### src/rtl/hs_pkg.sv
`default_nettype none
// ============================================================================
//  Module      : hs_pkg
//  Description : Shared definitions for the four-phase handshake blocks.
//                Holds the state encoding (identical to the FIFO stages) and
//                the default data word width.
//  Revision    : 1.0 - initial release
// ============================================================================
package hs_pkg;

  // Default data word width for the handshake channel
  localparam int c_hs_width = 8;

  // Four-phase state encoding shared with the FIFO stages
  localparam logic [1:0] c_st_idle = 2'b00;
  localparam logic [1:0] c_st_cap  = 2'b01;
  localparam logic [1:0] c_st_send = 2'b10;
  localparam logic [1:0] c_st_rel  = 2'b11;

  typedef enum logic [1:0] {
    IDLE = c_st_idle,
    CAP  = c_st_cap,
    SEND = c_st_send,
    REL  = c_st_rel
  } hs_state_t;

endpackage
`default_nettype wire

### src/rtl/hs_rr_pick2.sv
`default_nettype none
// ============================================================================
//  Module      : hs_rr_pick2
//  Description : Combinational two-way round-robin picker. A lone request wins
//                outright; with both requesting, the port that was not served
//                last wins.
//  Ports       : req   [1:0] in  - request vector (bit i = port i)
//                last        in  - index of the last-served port
//                valid       out - at least one request is present
//                sel         out - index of the winning port
//  Revision    : 1.0 - initial release
// ============================================================================
module hs_rr_pick2 (
  input  logic [1:0] req,
  input  logic       last,
  output logic       valid,
  output logic       sel
);

  always_comb begin
    valid = |req;
    sel   = 1'b0;
    case (req)
      2'b01:   sel = 1'b0;
      2'b10:   sel = 1'b1;
      2'b11:   sel = ~last;
      default: sel = 1'b0;
    endcase
  end

endmodule
`default_nettype wire

### src/rtl/hs_arbiter2.sv
`default_nettype none
// ============================================================================
//  Module      : hs_arbiter2
//  Description : Two-input round-robin merge for the four-phase request/ack
//                channel. One upstream word is captured per transfer and
//                replayed downstream on rw/aw. Moore controller: every
//                handshake output decodes from registered state.
//  Ports       : clk          in  - rising-edge clock
//                reset        in  - asynchronous reset, active low
//                din0/din1    in  - upstream data words
//                rr0/rr1      in  - upstream request read
//                ar0/ar1      out - upstream ack read
//                dout         out - registered captured word
//                rw           out - downstream request write
//                aw           in  - downstream ack write
//                gnt          out - current or last-served port
//                cnt0/cnt1    out - per-port completed transfer counts
//  Options     : HS_ARB_STATS_EN - when defined, adds the CNT_W parameter,
//                the cnt0/cnt1 ports and their wrapping counters.
//  Revision    : 1.0 - initial release
// ============================================================================
module hs_arbiter2
  import hs_pkg::*;
#(
  parameter int WIDTH = c_hs_width
`ifdef HS_ARB_STATS_EN
  ,
  parameter int CNT_W = 16
`endif
) (
  input  logic             clk,
  input  logic             reset,
  input  logic [WIDTH-1:0] din0,
  input  logic             rr0,
  output logic             ar0,
  input  logic [WIDTH-1:0] din1,
  input  logic             rr1,
  output logic             ar1,
  output logic [WIDTH-1:0] dout,
  output logic             rw,
  input  logic             aw,
  output logic             gnt
`ifdef HS_ARB_STATS_EN
  ,
  output logic [CNT_W-1:0] cnt0,
  output logic [CNT_W-1:0] cnt1
`endif
);

  hs_state_t        r_state;
  hs_state_t        w_state_nxt;
  logic [WIDTH-1:0] r_dreg;
  logic             r_sel;
  logic             r_last;

  logic             w_pick_valid;
  logic             w_pick_sel;
  logic             w_rr_sel;
  logic [WIDTH-1:0] w_din_sel;
  logic             w_ar0;
  logic             w_ar1;
  logic             w_rw;
  logic             w_done;

  // Request and data of the currently selected port
  assign w_rr_sel  = r_sel ? rr1  : rr0;
  assign w_din_sel = r_sel ? din1 : din0;

  hs_rr_pick2 u_pick (
    .req   ({rr1, rr0}),
    .last  (r_last),
    .valid (w_pick_valid),
    .sel   (w_pick_sel)
  );

  // --------------------------------------------------------------------------
  // State register
  // --------------------------------------------------------------------------
  always_ff @(posedge clk or negedge reset) begin
    if (!reset) begin
      r_state <= IDLE;
    end else begin
      r_state <= w_state_nxt;
    end
  end

  // --------------------------------------------------------------------------
  // Next-state and output decode
  // --------------------------------------------------------------------------
  always_comb begin
    w_state_nxt = r_state;
    w_ar0       = 1'b0;
    w_ar1       = 1'b0;
    w_rw        = 1'b0;
    w_done      = 1'b0;
    case (r_state)
      IDLE: begin
        if (w_pick_valid) begin
          w_state_nxt = CAP;
        end
      end
      CAP: begin
        w_ar0 = ~r_sel;
        w_ar1 = r_sel;
        if (!w_rr_sel) begin
          w_state_nxt = SEND;
        end
      end
      SEND: begin
        w_rw = 1'b1;
        if (aw) begin
          w_state_nxt = REL;
        end
      end
      REL: begin
        if (!aw) begin
          w_state_nxt = IDLE;
          w_done      = 1'b1;
        end
      end
      default: begin
        w_state_nxt = IDLE;
      end
    endcase
  end

  // --------------------------------------------------------------------------
  // Datapath: selection, capture register, round-robin history.
  // last resets to 1 so the first contest after reset goes to port 0.
  // Capture is gated by rr[sel] so dreg keeps the final word sampled while the
  // producer still held its request.
  // --------------------------------------------------------------------------
  always_ff @(posedge clk or negedge reset) begin
    if (!reset) begin
      r_dreg <= '0;
      r_sel  <= 1'b0;
      r_last <= 1'b1;
    end else begin
      if (r_state == IDLE && w_pick_valid) begin
        r_sel <= w_pick_sel;
      end
      if (r_state == CAP && w_rr_sel) begin
        r_dreg <= w_din_sel;
      end
      if (w_done) begin
        r_last <= r_sel;
      end
    end
  end

  assign ar0  = w_ar0;
  assign ar1  = w_ar1;
  assign rw   = w_rw;
  assign dout = r_dreg;
  assign gnt  = r_sel;

`ifdef HS_ARB_STATS_EN
  // --------------------------------------------------------------------------
  // Completed-transfer counters, bumped on REL -> IDLE, wrapping freely
  // --------------------------------------------------------------------------
  logic [CNT_W-1:0] r_cnt0;
  logic [CNT_W-1:0] r_cnt1;

  always_ff @(posedge clk or negedge reset) begin
    if (!reset) begin
      r_cnt0 <= '0;
      r_cnt1 <= '0;
    end else if (w_done) begin
      if (r_sel) begin
        r_cnt1 <= r_cnt1 + CNT_W'(1);
      end else begin
        r_cnt0 <= r_cnt0 + CNT_W'(1);
      end
    end
  end

  assign cnt0 = r_cnt0;
  assign cnt1 = r_cnt1;
`endif

endmodule
`default_nettype wire

### config.mk
export PLATFORM = sky130hd
export DESIGN_NAME = hs_arbiter2
export DESIGN_NICKNAME = d
export VERILOG_FILES = /design/src/rtl/hs_pkg.sv /design/src/rtl/hs_rr_pick2.sv /design/src/rtl/hs_arbiter2.sv
export SDC_FILE = /design/constraint.sdc
export NUM_CORES = 1
export LEC_CHECK = 0
export ABC_AREA = 1
export CAP_MARGIN = 20
export CORE_UTILIZATION = 30
export CTS_CLUSTER_SIZE = 30
export DETAILED_ROUTE_END_ITERATION = 8
export PLACE_DENSITY = 0.7
export SYNTH_ARGS = -nofsm -noshare
export SYNTH_HDL_FRONTEND = slang
export SYNTH_SLANG_ARGS = --single-unit
### constraint.sdc
create_clock -name clk -period 1.41 [get_ports clk]
set_input_delay 0.2115 -clock clk [delete_from_list [all_inputs] [get_ports clk]]
set_output_delay 0.2115 -clock clk [all_outputs]
set_load 0.005 [all_outputs]
==> results.toml, run 1 <==
[sta]
tns_ns = -0.540
grt_setup_unrepaired = "yes"
setup_slack_ns = -0.0671
finalCritPeriodShare_pct = 105
finalSetupViolCount = 11
maxSlewHeadroom_pct = 74.9
fin_crit_ns = 1.48
fmax_mhz = 677
hold-worst-slack_ns = 0.200
clock_skew_ns = 0.00157
tightestPinTransition_ns = 0.375
finalMaxSlewViolations = 0
hold_viol = 0

[power]
peakVddDrop_uv = 1140
p_comb_share_pct = 65.8
p_leak_nw = 0.635
switchingPower_mw = 1.10
power_density_mw_per_mm2 = 1970
p_clk_share_pct = 10.8
internal-power_mw = 1.62
pwr-share-seq_pct = 23.4
switching_share_pct = 40.5

[synth]
netlist_area_um2 = 792
synth-compound-area-share_pct = 17.2
synth_top_cells_by_count = "nand2_1, dfrtp_1, inv_1, nand2_2"
syn_nets = 117
yosysWarnings = 0
synth_edf_count = 0
avgSynthCellArea_um2 = 8.61
synth_cell_types = 18
synth_seq_cells = 12
yosys.area_share.simple_pct = 29.2
synthCells = 92
synth.most_common_cell = "nand2_1"
synth_top_area_share_pct = 34.8
synthAdderAreaFrac_pct = 6.32
muxShareOfSynthArea_pct = 0
synth_top_cell_by_area = "dfrtp_1"
async_flop_share_pct = 100
synth_top_family_by_area = "simple AND/OR/NAND/NOR gates"
seq_area_frac_synth_pct = 38.1
synth_xor_area_share_pct = 0
synth-main-ff-cell = "dfrtp_1"
synth_area_leaders = "dfrtp_1, o211ai_2, nand2_1"

[die]
die_h_um = 53.4
rows = 18
pin_count = 33
die_w_um = 53.4
die_area_mm2 = 0.00285
core_mm2 = 0.00248
start_util_pct = 32.0

[clocking]
clk_path_buf_depth = 2
cts_sinks = 12
insertion_delay_ns = 0.28
cts_tree = "yes"
clk_pin_slew_ns = 0.09
root_buffer = "clkbuf_4"
cts_buffers = 3
cts_hold_buf = 0
htreeDepth = 1

[critical_path]
r2r_cells = 8
end_kind = "output pin"
r2r_setup_slack_ns = -0.06
worstPathRequired_ns = 1.20
cpMostUsedCell = "buf_6"
slowest_delay_ns = 0.42
critPathSlowestCell = "dfrtp_1"
crit_path_max_fanout = 2
r2r_end = "r_state[0]$_DFFE_PN0P_"
r2r-start = "r_state[0]$_DFFE_PN0P_"
start_kind = "register"
arrival_ns = 1.27
worstSetupPathType = "reg -> out"
crit_path_cell_trace = "buf_6, ha_4, buf_6, inv_2, nor2_1, buf_2"

[route]
drc = 0
vias = 803
viasPerCell = 4.70
drt_wl_total_um = 2280
firstDrtPassIters = 4
drt_iter0_drc = 2
post_drt_wl_per_cell_um = 13.4
ant_nets = 0

[global_routing]
grt_pass1_vias = 843
grt_max_degree = 12
grt_usage_pct = 18.4
grt_pass1_wl_um = 3690
antenna_found_initial = 0
grt.overflow.total = 0

[status]
status = "finished with violations"
violations = "negative setup slack"

[worst_hold_path]
min_path_type = "in -> async"

[layout]
finalInstanceArea_mm2 = 0.00138
finalNetCount = 167
drive_gt1_share_pct = 42.6
diodes = 0
syn_to_final_growth_pct = 73.9
final_util_pct = 55.6

[placed_design]
port_buffers = 32
place_congestion = 0.833
placed_area_mm2 = 0.00118
dp_hpwl_um = 1580

[run]
max-cap-violations = 0
[kinds of logic (layout without fill, tap and decap cells)]
logic type               after synthesis  in the layout
AO/OA/AOI/OAI                         14             14
adder cells (fa/ha/maj)                4              4
buffers and inverters                 15             64
flip-flops                            12             12
AND/OR/NAND/NOR                       47             47
[worst max-delay path by stage]
| stage | endpoint | start | slack [ns] |
|---|---|---|---|
| after floorplan | r_state[0]$_DFFE_PN0P_ | r_state[1]$_DFFE_PN0P_ | 0.20 |
| after global placement | ar0 | r_state[1]$_DFFE_PN0P_ | -0.01 |
| after detailed placement | ar0 | r_state[1]$_DFFE_PN0P_ | -0.04 |
| after CTS | dout[0]$_DFFE_PN0P_ | r_state[0]$_DFFE_PN0P_ | -0.03 |
| after global routing | r_state[0]$_DFFE_PN0P_ | r_state[0]$_DFFE_PN0P_ | -0.11 |
| final | ar0 | r_state[0]$_DFFE_PN0P_ | -0.07 |
[flip-flops by register name (all words and copies together), names as in the netlist]
signal / flops
r_last: 1
gnt: 1
dout: 8
r_state: 2
[through the flow]
step           setup slack (ns)  cells  total power, mW
5_1_grt                  -0.111    171             2.93
3_5_place_dp            -0.0360    159             2.02
2_1_floorplan             0.196     92             1.40
4_1_cts                 -0.0339    170             2.55
3_3_place_gp            -0.0123    159             1.97
6_report                -0.0671    171             2.72
[power groups by stage]
stage	combinational [mW]	sequential (mW)	clock, mW
after floorplan	0.765	0.638	0
after global placement	1.32	0.647	0
after detailed placement	1.37	0.649	0
after CTS	1.63	0.625	0.296
after global routing	1.96	0.660	0.314
final	1.79	0.635	0.294
[area by class of cell]
type | count | area [um2]
clock buffer | 4 | 36.3
multi-input combinational | 65 | 490
timing repair buffer | 48 | 458
fill | 227 | 1100
sequential | 12 | 303
inverter | 12 | 52.6
tap | 30 | 37.5
[critical path, delay by kind of cell, from the launching register on]
family | cells | cell delay, ns
buffers and inverters | 4 | 0.39
DFF | 1 | 0.42
adders and majority gates | 1 | 0.15
and+or+nand+nor | 1 | 0.03
[cells in the final DEF, fill, tap and decap left out, drive strengths merged]
cell,n
dlymetal6s2s,1
o21bai,2
o21ai,1
nand3,6
nor2,3
o211ai,8
clkbuf,4
a31oi,1
buf,19
dfrtp,11
clkdlybuf4s50,28
dfstp,1
nand2,30
or2,8
a21oi,2
ha,4
inv,12
[routing by layer]
metal / global-route usage (%) / wire length (um) / vias up
met3: 2.59 / 127 / 7
met4: 7.89 / 62 / 0
met1: 21.0 / 920 / 374
met2: 33.3 / 1170 / 27
met5: 0 / 0 / -
li1: - / - / 395
[repair_timing]
action / CTS / global route
buffers inserted: 7 / 1
endpoints found under the setup margin: 4 / 14
cloned: 0 / 0
gates resized for setup: 26 / 19
pin swaps: 3 / 13
No activity file was read; power rests on OpenSTA's default activity.
==> run 2, diff against run 1 <==
Settings changed: CORE_MARGIN from default to 2.
==> run 2 against run 1 <==
Effect of this change:
- the flow still finishes with violations (negative setup slack)
- hold slack improved by 0.023 ns
- highest routed layer unchanged
- register-to-register slack improved by 0.05 ns
- largest power group unchanged
- critical path depth increased by 3
- power decreased by 2.8%
- sequential share of layout area increased by 0.49 points
- worst setup slack improved by 0.057 ns
==> results.toml, run 2 (synthesis results as in run 1) <==
[placed_design]
place_congestion = 0.802
port_buffers = 32
placedCellCount = 159
placed_area_mm2 = 0.00118
dp_hpwl_um = 1500

[global_routing]
grt_pass1_wl_um = 3370
grt.overflow.total = 0
grt_max_degree = 13
antenna_found_initial = 0
grt_pass1_vias = 756
grt_usage_pct = 13.9

[critical_path]
start_kind = "register"
r2r_end = "r_state[1]$_DFFE_PN0P_"
r2r_setup_slack_ns = -0.01
r2r_cells = 9
worstSetupPathType = "reg -> reg"
r2r-start = "r_state[0]$_DFFE_PN0P_"
arrival_ns = 1.64
end_kind = "register"
worstPathRequired_ns = 1.63
crit_path_max_fanout = 3

[route]
drt_wl_total_um = 2080
drc = 0
firstDrtPassIters = 4
vias = 778
viasPerCell = 4.58
drt_iter0_drc = 4
post_drt_wl_per_cell_um = 12.2
ant_nets = 0

[die]
start_util_pct = 31.7
die_area_mm2 = 0.00307
die_w_um = 55.4
rows = 18
die_h_um = 55.4
core_mm2 = 0.00250
pin_count = 33

[clocking]
clk_pin_slew_ns = 0.09
insertion_delay_ns = 0.28
cts_tree = "yes"
cts_buffers = 3
clk_path_buf_depth = 2
cts_hold_buf = 0
htreeDepth = 1
cts_sinks = 12
root_buffer = "clkbuf_4"

[status]
status = "finished with violations"
violations = "negative setup slack"

[sta]
clock_skew_ns = 0.00483
maxSlewHeadroom_pct = 87.1
fin_crit_ns = 1.42
grt_setup_unrepaired = "yes"
finalCritPeriodShare_pct = 101
hold_viol = 0
finalSetupViolCount = 1
fmax_mhz = 704
tightestPinTransition_ns = 0.193
finalMaxSlewViolations = 0
tns_ns = -0.0101
setup_slack_ns = -0.0101

[power]
peakVddDrop_uv = 1130
power_density_mw_per_mm2 = 1960
p_leak_nw = 0.626

[layout]
stdcell_count = 170
drive_gt1_share_pct = 40.0
fillers = 242
mostFrequentLayoutCells = "clkdlybuf4s50_1, nand2_1, dfrtp_1, buf_4, nand2_2"
final_common_cell = "clkdlybuf4s50_1"
syn_to_final_growth_pct = 70.1
finalInstanceArea_mm2 = 0.00135
largest_reg_flops = 8
finalNetCount = 166
diodes = 0

[run]
max-cap-violations = 0

[worst_hold_path]
min_path_type = "in -> async"
run 2: metal layers:
metal | GRT usage [%] | wire, um
met5 | 0 | 0
met4 | 5.23 | 10
met3 | 3.75 | 114
met2 | 24.3 | 1120
met1 | 16.2 | 833
run 2: critical path: stages, from the launching register on:
cell     delay [ns]
dfrtp_1        0.41
buf_6          0.13
inv_4          0.03
buf_4          0.12
ha_2           0.20
inv_2          0.07
nor2_1         0.04
nor2_1         0.16
nand3_1        0.11
nand2_1        0.08
run 2: where the power goes:
part / total, mW / internal (mW) / switching, mW / leakage, nW
clock: 0.287 / 0.157 / 0.130 / 0.0210
combinational: 1.72 / 0.914 / 0.802 / 0.460
sequential: 0.637 / 0.531 / 0.106 / 0.145
run 2: worst max path at each step:
stage                                start                      to  depth (start not counted)
floorplan           r_state[1]$_DFFE_PN0P_  r_state[0]$_DFFE_PN0P_                          7
global placement    r_state[1]$_DFFE_PN0P_                     ar0                          5
detailed placement  r_state[1]$_DFFE_PN0P_                     ar0                          5
CTS                 r_state[1]$_DFFE_PN0P_                     ar0                          6
global route        r_state[0]$_DFFE_PN0P_  r_state[1]$_DFFE_PN0P_                          9
finish              r_state[0]$_DFFE_PN0P_  r_state[1]$_DFFE_PN0P_                          9
run 2: final cells by class:
cell class | instances | area (um2) | area share [%]
sequential | 12 | 303 | 22.5
multi-input combinational | 65 | 478 | 35.5
tap | 30 | 37.5 | 2.79
inverter | 12 | 50.0 | 3.71
clock buffer | 4 | 36.3 | 2.69
timing repair buffer | 47 | 443 | 32.9
run 2: metrics by stage:
stage               hold slack [ns]  setup slack, ns  total power [mW]  util, %
floorplan                   -0.0841            0.196              1.40        -
global placement              0.475          -0.0105              1.99     47.3
detailed placement            0.473          -0.0285              2.04     47.3
CTS                           0.230          -0.0213              2.50     51.6
global route                  0.241          -0.0848              2.86     53.9
finish                        0.223          -0.0101              2.64     53.9
run 2: timing repair:
item / in CTS / in global routing
gates resized for setup: 18 / 20
endpoints found under the hold margin: 0 / 0
pin swaps: 1 / 12
endpoints found under the setup margin: 4 / 14
setup buffers: 6 / 2
==> variant 1: new RTL, settings of run 2 <==
The option `HS_ARB_STATS_EN` is turned on by a define.
--- a/src/rtl/hs_arbiter2.sv
+++ b/src/rtl/hs_arbiter2.sv
@@ -20,4 +20,6 @@
 //  Revision    : 1.0 - initial release
 // ============================================================================
+`define HS_ARB_STATS_EN
+
 module hs_arbiter2
   import hs_pkg::*;
Behaviour (old outputs only; new: cnt0 and cnt1): unchanged (Yosys induction, for registers that start in step).
==> variant 1 against run 2 <==
  * The run still ends with negative setup slack left
  * Sequential share of layout area increased by 5.5 points
  * Maximum frequency is 5.4% lower
  * Setup slack got worse by 0.080 ns
  * Sequential cell count grew 32
  * Routed wire length rose to 3.2 times the old value
  * Design area rose to 2.9 times the old value
  * Synthesized area rose to 2.9 times the old value
  * Total power increased by 87%
  * Critical path type unchanged
==> variant 1: results (changes against run 2) <==
- Status: finished with violations (unchanged)
- Failing checks: negative setup slack (unchanged)
- Worst Setup Slack, final: -0.09047 ns (was -0.01012 ns)
- R2R cell count: 8 (was 9)
- First-pass GRT wire length: 10.30 mm (was 3.367 mm)
- Fraction of layout cells with a size suffix above 1: 32.60% (was 40.00%)
- Pleak: 0.002195 µW (was 0.0006258 µW)
- Vias: 2283 (was 778)
- WP data arrival: 1.75 ns (was 1.64 ns)
- Total track usage: 15.38% (was 13.94%)
- Most frequent cells after synthesis: nand2_1 (82), dfrtp_1 (43), inv_1 (29) (was nand2_1 (21), dfrtp_1 (11), inv_1 (9), nand2_2 (9))
- WL per Instance: 13.08 µm (was 12.25 µm)
- Starting DRT DRC Count: 92 (was 4)
- Worst Path Max Fanout: 6 (was 3)
- Top cells by area, synth: dfrtp_1 (47%), nand2_1 (13%), inv_1 (4.7%) (was dfrtp_1 (35%), o211ai_2 (13%), nand2_1 (10%))
- Fill cells: 633 (was 242)
- Largest net degree at the start of global routing: 25 (was 13)
- Synth unique cells: 26 (was 18)
- Final setup viols: 24 (was 1)
- CTS Buf Count: 5 (was 3)
- Met3 usage: 4.066% (was 3.747%)
- GP Congestion: 0.8197 (was 0.8021)
- Post-DP HPWL: 4.215 mm (was 1.499 mm)
- Gate Count Post-Synth: 272 (was 92)
- Met2 usage in global routing: 26.41% (was 24.32%)
- Max IR drop VDD: 0.8136 mV (was 1.128 mV)
- Vias in the first global route: 2215 (was 756)
- PortBufs: 64 (was 32)
- Worst slew pin tran: 0.5606 ns (was 0.1927 ns)
- GR met1 Demand/Resource: 19.12% (was 16.16%)
- Sequential-to-total area share from yosys stat: 47.96% (was 38.07%)
- DRT Wirelength: 6.632 mm (was 2.082 mm)
[variant 1: cell type report]
| type | instances | area share, % |
|---|---|---|
| Clock buffer | 6 | 2.088 |
| Clock inverter | 2 | 0.3796 |
| Inverter | 31 | 3.069 |
| Multi-Input combinational cell | 196 | 32.17 |
| Sequential cell | 44 | 27.97 |
| Tap cell | 99 | 3.132 |
| Timing Repair Buffer | 129 | 31.19 |
[variant 1: how the worst max path moves through the flow]
stage / start / end / cells after the start
after floorplan: r_state[0] / r_state[0] / 6
after global placement: aw / cnt0[10] / 8
after detailed placement: aw / cnt0[10] / 8
after CTS: r_state[1] / ar1 / 5
after global routing: r_state[1] / cnt1[12] / 7
final: r_state[0] / cnt1[12] / 8
[variant 1: logic make-up (layout without fill, tap and decap cells)]
| logic type | count (synthesis) | count (layout) | synth area share [%] |
|---|---|---|---|
| AOI/OAI and AO/OA | 15 | 15 | 3.702 |
| xor gates and xnor gates | 21 | 21 | 8.002 |
| adders and majority gates | 6 | 6 | 3.266 |
| buffers and inverters | 33 | 168 | 5.770 |
| DFF | 44 | 44 | 47.96 |
| and+or+nand+nor | 153 | 154 | 31.30 |
[variant 1: metal layers]
metal  wire length, µm  up-vias  share of wire [%]
met5                 0        -                  0
met4                65        0               0.98
met3               274        9                4.1
met2              3441       48                 52
met1              2849     1090                 43
li1                  -     1136                  -
[variant 1: worst max-delay path, delay by kind of cell, from the launching register on]
kind / cells / cell delay [ns]
buffers and inverters: 1 / 0.13
DFF: 1 / 0.41
and+or+nand+nor: 6 / 0.75
adders and majority gates: 1 / 0.17
[variant 1: power breakdown]
| part | switching (µW) | leakage, µW | internal [µW] |
|---|---|---|---|
| sequential | 169 | 0.000544 | 1540 |
| clock | 463 | 0.0000434 | 397 |
| combinational | 1070 | 0.00161 | 1300 |
| total | 1700 | 0.00220 | 3240 |
[variant 1: repair_timing]
item                                   in CTS  in global routing
hold buffers                                1                  0
pin swaps                                  16                 20
setup endpoints to repair                  54                 65
gates resized for setup                    51                 62
cloned                                      0                  2
buffers inserted                           37                 10
endpoints found under the hold margin      19                  0
[variant 1: through the flow]
step / TNS (ns) / setup slack, ns / instance area [µm²]
global route: -2.936 / -0.1594 / 3955
floorplan: 0 / 0.006143 / 2298
finish: -0.7083 / -0.09047 / 3955
global placement: -2.341 / -0.1460 / 3174
CTS: -0.5446 / -0.08038 / 3649
detailed placement: -3.856 / -0.2004 / 3174
==> variant 2: new RTL, flow settings as in run 2 <==
Without the edit above. The package constant `c_hs_width` goes from 8 to 10.
--- a/src/rtl/hs_pkg.sv
+++ b/src/rtl/hs_pkg.sv
@@ -10,5 +10,5 @@
 
   // Default data word width for the handshake channel
-  localparam int c_hs_width = 8;
+  localparam int c_hs_width = 10;
 
   // Four-phase state encoding shared with the FIFO stages
Ports: changed (resized din0, din1 and dout); port bits go from 33 to 39. No check against the original RTL was run, so the function may have changed too.
==> variant 2 against run 2 <==
  * The run still ends with negative setup slack left
  * Non-clock buffer count is 8 higher
  * Synthesized cell count rose by 12%
  * Sequential cell count is 2 higher
  * Sequential power is 19% higher
  * Setup slack worse by 0.0058 ns
  * Total power grew 17%
  * Design area up 16%
  * Synthesized area rose by 12%
  * Routed wire length rose by 29%
  * Worst hold slack worse by 0.013 ns
  * Sequential share of layout area up 0.13 points
  * Die area increased by 11%
  * Largest cell class unchanged
  * Largest power group unchanged
  * Highest routed layer unchanged
==> variant 2: results (changes against run 2) <==
- Most frequent cells after synthesis: nand2_1 (23), dfrtp_1 (13), nand2_2 (11) (was nand2_1 (21), dfrtp_1 (11), inv_1 (9), nand2_2 (9))
- Drt pass-1 iters: 5 (was 4)
- Fill cells: 251 (was 242)
- Dpl cell area: 0.001319 mm² (was 0.001182 mm²)
- Yosys warns: 0 (unchanged)
- Worst Setup Slack, final: -0.01587 ns (was -0.01012 ns)
- Largest stage delay, worst path: 0.41 ns (about the same)
- H-tree depth: 1 (unchanged)
- Post-DP HPWL: 1.741 mm (was 1.499 mm)
- Root Driver: clkbuf_4 (unchanged)
- Sequential-to-total area share from yosys stat: 39.63% (was 38.07%)
- Setup_tns: -0.05914 ns (was -0.01012 ns)
- First-pass GRT wire length: 3.829 mm (was 3.367 mm)
- Pleak: 0.0007057 µW (was 0.0006258 µW)
- Fraction of layout cells with a size suffix above 1: 39.62% (was 40.00%)
- P_comb: 2030 µW (was 1720 µW)
- Placed insts: 176 (was 159)
- Failing checks: negative setup slack (unchanged)
- Skew final: 0.001413 ns (was 0.004834 ns)
- Gate Count Post-Synth: 103 (was 92)
- Adder-cell share of the synthesized area: 5.642% (was 6.319%)
- Final Hold Violating Endpoints: 0 (unchanged)
- Fin Hold WS: 0.2099 ns (was 0.2233 ns)
- GP Congestion: 0.7976 (was 0.8021)
- Via density per instance: 4.737 (was 4.576)
- Worst slew pin tran: 0.3901 ns (was 0.1927 ns)
- Final setup viols: 5 (was 1)
- Starting DRT DRC Count: 12 (was 4)
- Worst Path Max Fanout: 6 (was 3)
- Total track usage: 14.87% (was 13.94%)
- Power per cell area: 1975 mW/mm² (was 1959 mW/mm²)
- Non-Filler Instances: 190 (was 170)
- Max IR drop VDD: 1.187 mV (was 1.128 mV)
- Pre-CTS setup slack: -0.07970 ns (was -0.02846 ns)
- Largest register FFs: 10 (was 8)
- R2R cell count: 8 (was 9)
- Clock group: 294 µW (was 287 µW)
- Switching share of power: 40.50% (was 39.32%)
- Top cells by area, synth: dfrtp_1 (37%), nand2_1 (9.7%), nand2_2 (7.8%) (was dfrtp_1 (35%), o211ai_2 (13%), nand2_1 (10%))
- Status: finished with violations (unchanged)
- Worst R2R End: dout[7] (was r_state[1])
- Total power: 3085 µW (was 2640 µW)
- Syn Nets: 132 (was 117)
- Multiplexer share of the synthesized area: 0% (unchanged)
- PortBufs: 38 (was 32)
- Synth Area in Compound Gates: 14.81% (was 17.22%)
- Synth unique cells: 21 (was 18)
- DRT Wirelength: 2.680 mm (was 2.082 mm)
- WP data arrival: 1.59 ns (was 1.64 ns)
- Largest net degree at the start of global routing: 14 (was 13)
- Worst Hold Class: input pin to asynchronous set/reset pin (unchanged)
- Vias in the first global route: 892 (was 756)
[variant 2: how the worst max path moves through the flow]
stage / from / to / slack, ns
after detailed placement: r_state[1] / ar0 / -0.08
after global placement: r_state[1] / ar0 / -0.05
after CTS: r_state[0] / dout[7] / -0.04
after global routing: r_state[0] / r_state[1] / -0.08
final: r_state[0] / dout[7] / -0.02
after floorplan: r_state[1] / dout[4] / 0.16
[variant 2: final cells by class]
type                    instances  area share (%)
multi-input cells              73           35.34
repair buffers                 55           32.69
flip-flops and latches         14           22.60
inverters                      12           4.006
well taps                      31           2.484
clock buffers                   4           2.324
repair inverters                1          0.5609
[variant 2: metal layers]
metal	global-route usage, %	wire, µm	share of wire [%]	up-vias
li1	-	-	-	443
met1	16.16	1018	38	426
met2	27.13	1480	55	23
met3	2.637	138	5.1	8
met4	7.973	43	1.6	0
met5	0	0	0	-
[variant 2: what timing repair did]
item,CTS,global route
setup buffers,6,4
resized for setup,27,21
endpoints found under the setup margin,4,18
cloned,0,1
pin swaps,4,11
hold buffers,0,0
